==> config.mk <==
export PLATFORM = sky130hd
export DESIGN_NAME = risc_spm_mem_resp
export DESIGN_NICKNAME = d
export VERILOG_FILES = /design/src/rtl/risc_spm_mem_resp.sv
export SDC_FILE = /design/constraint.sdc
export NUM_CORES = 2
export LEC_CHECK = 0
export ABC_AREA = 1
export CORE_MARGIN = 5
export CORE_UTILIZATION = 40
export CTS_BUF_LIST = sky130_fd_sc_hd__clkbuf_16
export DETAILED_ROUTE_END_ITERATION = 6
export PLACE_DENSITY = 0.55
export SKIP_LAST_GASP = 1
export SLEW_MARGIN = 25
export SYNTH_ARGS = -nofsm -noshare
export SYNTH_HDL_FRONTEND = slang
export SYNTH_SLANG_ARGS = --single-unit
export TNS_END_PERCENT = 1
==> constraint.sdc <==
create_clock -name clk -period 5.1 [get_ports clk]
set_input_delay 0.765 -clock clk [delete_from_list [all_inputs] [get_ports clk]]
set_output_delay 0.765 -clock clk [all_outputs]
set_load 0.005 [all_outputs]
==> src/rtl/risc_spm_mem_resp.sv <==
// Wait-state memory responder for the RISC SPM: single-port word array answering each request with a ready pulse.
// Optional write protection of the program region [0..PROG_TOP] is enabled by defining MEM_WP_EN.
module risc_spm_mem_resp #(
    parameter int                DATA_W      = 8,
    parameter int                ADDR_W      = 8,
    parameter int                WAIT_CYCLES = 1,
    parameter logic [ADDR_W-1:0] PROG_TOP    = 'h7F
) (
    input  logic              clk,
    input  logic              rst,
    input  logic              req,
    input  logic              we,
    input  logic [ADDR_W-1:0] addr,
    input  logic [DATA_W-1:0] wdata,
    output logic [DATA_W-1:0] rdata,
    output logic              ready,
    output logic              busy,
    output logic              wp_fault
);

`ifdef MEM_WP_EN
    localparam bit WP_EN = 1'b1;
`else
    localparam bit WP_EN = 1'b0;
`endif

    localparam logic [3:0] WAIT_LD = 4'(WAIT_CYCLES);

    typedef enum logic [1:0] {
        S_IDLE,
        S_WAIT,
        S_ACC,
        S_RESP
    } state_t;

    state_t            state_q, state_d;
    logic [3:0]        cnt_q, cnt_d;
    logic [ADDR_W-1:0] addr_q, addr_d;
    logic              we_q, we_d;
    logic [DATA_W-1:0] wdata_q, wdata_d;
    logic [DATA_W-1:0] rdata_q, rdata_d;
    logic              ready_q, ready_d;
    logic              busy_q, busy_d;
    logic              wp_fault_q, wp_fault_d;
    logic              wp_block;
    logic              mem_wr;

    logic [DATA_W-1:0] mem [2**ADDR_W];

    // A protected write still walks the full FSM so latency is unchanged; only the array update is dropped.
    assign wp_block = WP_EN && we_q && (addr_q <= PROG_TOP);
    assign mem_wr   = (state_q == S_ACC) && we_q && !wp_block;

    always_comb begin
        state_d = state_q;
        cnt_d   = cnt_q;
        addr_d  = addr_q;
        we_d    = we_q;
        wdata_d = wdata_q;
        rdata_d = rdata_q;
        case (state_q)
            S_IDLE: begin
                if (req) begin
                    addr_d  = addr;
                    we_d    = we;
                    wdata_d = wdata;
                    cnt_d   = WAIT_LD;
                    state_d = (WAIT_LD == 4'd0) ? S_ACC : S_WAIT;
                end
            end
            S_WAIT: begin
                if (cnt_q == 4'd1) begin
                    state_d = S_ACC;
                end else begin
                    cnt_d = cnt_q - 4'd1;
                end
            end
            S_ACC: begin
                if (!we_q) begin
                    rdata_d = mem[addr_q];
                end
                state_d = S_RESP;
            end
            S_RESP: begin
                state_d = S_IDLE;
            end
            default: begin
                state_d = S_IDLE;
            end
        endcase
        ready_d    = (state_d == S_RESP);
        busy_d     = (state_d != S_IDLE);
        wp_fault_d = (state_q == S_ACC) && wp_block;
    end

    always_ff @(posedge clk or posedge rst) begin
        if (rst) begin
            state_q    <= S_IDLE;
            cnt_q      <= 4'd0;
            rdata_q    <= '0;
            ready_q    <= 1'b0;
            busy_q     <= 1'b0;
            wp_fault_q <= 1'b0;
        end else begin
            state_q    <= state_d;
            cnt_q      <= cnt_d;
            rdata_q    <= rdata_d;
            ready_q    <= ready_d;
            busy_q     <= busy_d;
            wp_fault_q <= wp_fault_d;
        end
    end

    // Request capture registers are only consumed after a load, so they need no reset.
    always_ff @(posedge clk) begin
        addr_q  <= addr_d;
        we_q    <= we_d;
        wdata_q <= wdata_d;
    end

    // Array contents deliberately survive reset; the ACC state is forced off by reset, which blocks the commit.
    always_ff @(posedge clk) begin
        if (mem_wr) begin
            mem[addr_q] <= wdata_q;
        end
    end

    assign rdata    = rdata_q;
    assign ready    = ready_q;
    assign busy     = busy_q;
    assign wp_fault = wp_fault_q;

endmodule

# --- Word-level counts from Yosys, hierarchy flattened ---
# Memory sizes are Yosys's and may differ from the RTL's. A register that Yosys moved wholly into a read port is not among the register bits.
# Index checks and enable logic that the tools add are counted.
totals:
  regBits: 25
  latchBits: 0
  ram_bits: 2048
  rom_bits: 0
  input_bits: 20
  out_inout_bits: 11
  word_cells: 32
  memories: 1
classes:
  n_addsub: 1
  multipliers: 0
  div: 0
  order_cmp: 0
  eq_ne: 7
  n_shift: 0
  n_mux: 8
  n_bitwise: 1
  n_reduce_logical: 7
memory_table:
  columns: ["name", "words", "width", "rd", "rd_ports_with_merged_regs", "write_ports", "line_no", "source"]
  rows:
  - ["mem", 256, 8, 1, 1, 1, "48", "logic [DATA_W-1:0] mem [2**ADDR_W];"]
ops:
  columns: ["operator", "count"]
  rows:
  - ["4-bit two-way mux", 2]
  - ["2-bit case mux with 4 select lines", 1]
  - ["4-bit case mux with 2 select lines", 1]
  - ["2-bit equality test, second input constant", 3]
  - ["4-bit by 1-bit equality test with 1-bit output, second input constant", 1]
  - ["2-bit two-way mux", 2]
  - ["2-bit != test, second input constant", 2]
  - ["2-bit AND reduction", 2]
  - ["2-bit nonzero test", 2]
  - ["4-bit by 1-bit subtractor with 4-bit output, second input constant", 1]
  - ["3-bit AND reduction", 1]
  - ["2-bit by 1-bit equality test with 1-bit output, second input constant", 1]
  - ["2-bit logical NOT", 1]
  - ["1-bit two-way mux", 2]
  - ["1-bit logical AND", 1]
  - ["1-bit NOT", 1]

# --- Logic depth before layout (Yosys ltp) ---
depth:
  word_depth: 4
  ltp_mapped: 18
  ltp_nobuf: 15

# --- Worst setup path before layout ---
# No wires, ideal clock.
synth_timing:
  path_type: "flip-flop to flip-flop"
  start: "reg wdata_q[0]"
  end: "mem mem[0][0] (data pin)"
  setup_ps: 817
  arrival_ps: 3228
  t_required_ps: 4283
  path_slack_ps: 1054
  path_stages_with_launch: 1
  path_buffers: 0
  synth_period_minus_slack_ps: 4046
  cell_sequence: "edfxtp_1"
synth_lines:
  columns: ["element", "line_no", "source"]
  rows:
  - ["start, declared", "40", "logic [DATA_W-1:0] wdata_q, wdata_d;"]
  - ["start signal, assigned", "118", "wdata_q <= wdata_d;"]
  - ["end, declared", "48", null]
# Straight into the memory's write port.

# --- Worst setup path in the final report ---
layout_timing:
  start: "reg state_q[0]"
  end: "mem mem[174][0] (enable)"
layout_via:
  elab_chain_cells: 4
layout_lines:
  columns: ["element", "line_no", "source"]
  rows:
  - ["start, declared", "36", "state_t state_q, state_d;"]
  - ["start signal, assigned", "105", "state_q <= state_d;"]
  - ["2-bit equality test", "52", "assign mem_wr = (state_q == S_ACC) && we_q && !wp_block;"]
  - ["1-bit logical AND", "52", null]
  - ["1-bit two-way mux", "123", "if (mem_wr) begin"]
  - ["1-bit two-way mux (not written as such)", "124", "mem[addr_q] <= wdata_q;"]
# No other way between the ends.

==> metrics.md <==
| Metric | Value |
|---|---|
| Largest net degree at the start of global routing | about 180 |
| Routed WL per cell | 23.0 um |
| Clk pin slew, worst setup/hold paths | 0.06 ns |
| Cts hold-fix bufs | 0 |
| Layout fillers | ~19000 |
| IO Count | 31 |
| Total GRT Usage | between 20% and 30% |
| Crit-path max cell delay | 1.01 ns |
| Slowest CP cell | nand3_2 |
| Nets@finish | 7497 |
| Root Driver | clkbuf_16 |
| Chip Height | about 470 um |
| Max Slew Vio Count | 0 |
| Total grt overflow | 0 |
| Post-synthesis sequential area ratio | around 74% |
| Post-route setup TNS | 0 ns |
| Gpl congestion | between 0.8 and 0.9 |
| Max_slew headroom | between 20% and 30% |
| First-pass GRT wire length | around 350 mm |
| CP dominant cell by count | inv_1 |
| Crit path kind | flip-flop to flip-flop |
| Max Cap Violations | 0 |
| CTS Buffer Depth | 3 |
| Synthesized area per cell | around 11 um^2 |
| Worst Tran Pin Value | between 1 and 1.5 ns |
| Starting Density | around two fifths |
| Critical path launch point type | flip-flop |
| Pleak | 35.0 nW |
| Die area | 219000 um^2 |
| Via count | 54100 |
| DR pass1 iterations | 6 |
| CP Max Fanout | 16 |
| # rows | approximately 170 |
| Area leader, netlist | edfxtp_1 |
| DP Area | 87500 um^2 |
| Post-Synthesis Cells | between 7000 and 8000 |
| VDD IR max | around 0.00045 V |
| Chip width | ~470 um |
| Status | completed |
| Routed vias/inst | between 5 and 6 |
| Tmin final | 4.02 ns |
| Syn Nets | 7509 |
| Setup bufs post-CTS | 0 |
| Commonest cells after routing, fill and taps aside | nand2_1, edfxtp_1, nor2_1 |
| H-tree depth | 4 |
| F_max | 0.249 GHz |
| FF+latch count, synth | roughly 2100 |
| DP HPWL | approximately 140 mm |
| Antenna Nets Post-Route | 0 |
| Design area | 94400 um^2 |
| Vias in the first global route | ~52000 |
| Num Clock Sinks | 2081 |
| Share of cells above drive strength 1 | under 10% |
| Post-synthesis cell type count | 24 |
| Hold Path Class | input port to asynchronous set/reset pin |
| Later-pin clock latency in the skew report | between 0.8 and 0.9 ns |
| Final WL | about 240 mm |
| Synth top area share | about three quarters |
| CTS tree | done |
| Critical Path AT | 4.50 ns |
| CP delay by family, top | simple AND/OR/NAND/NOR gates |
| Fin. Hold Viols | 0 |
| CP cell instances | inv_1 -> nand2_1 -> inv_1 -> nand2_1 -> inv_1 -> nand3_2 -> buf_4 -> nor2_1 |
| Core area | 209000 um^2 |
| Worst path bufs/invs | 4 |
| RSZ-0062 raised after global routing | no |
| Setup Skew | roughly 0.032 ns |
| Worst EP required | about 5.6 ns |
| Area growth, synth to finish | 12.5% |
| TritonCTS Buffers | 209 |
| Initial antenna violation count | 4 |
| Ranking of synthesized cells by area | edfxtp_1, nand2_1, nor2_1 |
| Post-cts resize count | 0 |
| Crit path capture type | flip-flop |
| Most common cell after layout, fill and taps aside | nand2_1 |
| Iter 0 DRT Violations | 5300 |
| Power Density | approximately 440 nW/um^2 |
| Port bufs | 29 |
| Synth Warn # | 0 |
| Synthesized area | around 84000 um^2 |
| Drt drc | 0 |
| Endpoints failing setup | 0 |
| Tcrit/Tclk final | between 70% and 80% |
## power breakdown
part | leakage (nW) | internal, mW | switching [mW]
registers | 18.7 | 19.6 | 0.141
logic | 12.8 | 1.42 | 4.98
clock network | 3.50 | 8.68 | 6.63
total | 35.0 | 29.7 | 11.7
## sequential cells by signal (all words and copies together), names as in the netlist
| name | count |
|---|---|
| cnt_q | 4 |
| ready | 1 |
| rdata | 8 |
| state_q | 2 |
| mem | 2048 |
| addr_q | 8 |
| busy | 1 |
| we_q | 1 |
| wdata_q | 8 |
## Yosys cell counts, drive strengths merged
| master | count |
|---|---|
| ha | 2 |
| o21ai | 136 |
| nand2 | 3841 |
| nand4 | 136 |
| nor3 | 3 |
| nor2 | 581 |
| o31ai | 1 |
| a21oi | 127 |
| edfxtp | 2065 |
| clkinv | 2 |
| inv | 40 |
| nor4b | 1 |
| nand3 | 138 |
| buf | 228 |
| clkbuf | 160 |
| conb | 1 |
| dfrtp | 16 |
| o21bai | 1 |
| or2 | 8 |
## cells by family (layout without fill, tap and decap cells)
kind of cell / after synthesis / in the layout / synth area share [%]
adder cells (fa/ha/maj): 2 / 2 / 0.0298
buffers and inverters: 430 / 595 / 2.25
flip-flops: 2081 / 2081 / 74.4
AO/OA/AOI/OAI: 265 / 265 / 1.59
AND/OR/NAND/NOR: 4708 / 4708 / 21.7
other: 1 / 3 / 0.00447
## metal layers
layer / wire, um / track usage, %
met5: 0 / 0
met3: 15900 / 3.42
met4: 7150 / 6.67
met1: 104000 / 30.5
met2: 113000 / 34.8
## cell type report
type                            instances  area, um^2  area share (%)
Inverter                               42         185           0.196
Multi-Input combinational cell       4976       19700            20.9
Sequential cell                      2081       62400            66.1
Antenna cell                            2        5.00         0.00530
Clock inverter                        177        1540            1.63
Timing Repair Buffer                  165        1730            1.84
Clock buffer                          211        5280            5.60
Tap cell                             2805        3510            3.72
## path summary, 6_finish.rpt
check	cells after the start	slack, ns	to	startpoint
min in group clk	1	0.48	wdata_q[1]	wdata[1]
worst max register to register	8	1.08	mem[174][0]	state_q[0]
worst max-delay path	8	1.08	mem[174][0]	state_q[0]
max in group asynchronous	2	4.15	rdata[1]	rst
worst min-delay path	2	0.40	cnt_q[2]	rst
worst min register to register	2	0.49	cnt_q[1]	cnt_q[1]
## metrics by stage
step	worst slack, ns	power, mW	cells	utilization (%)	hold slack, ns
finish	1.08	41.4	10500	45.1	0.397
global route	0.948	42.9	10500	45.1	0.426
CTS	1.20	41.6	10500	45.1	0.376
detailed placement	1.16	26.5	10100	41.9	0.487
global placement	1.25	26.4	10100	41.8	0.466
floorplan	1.05	23.7	7487	-	0.452
Power figures use the tool's default switching activity.
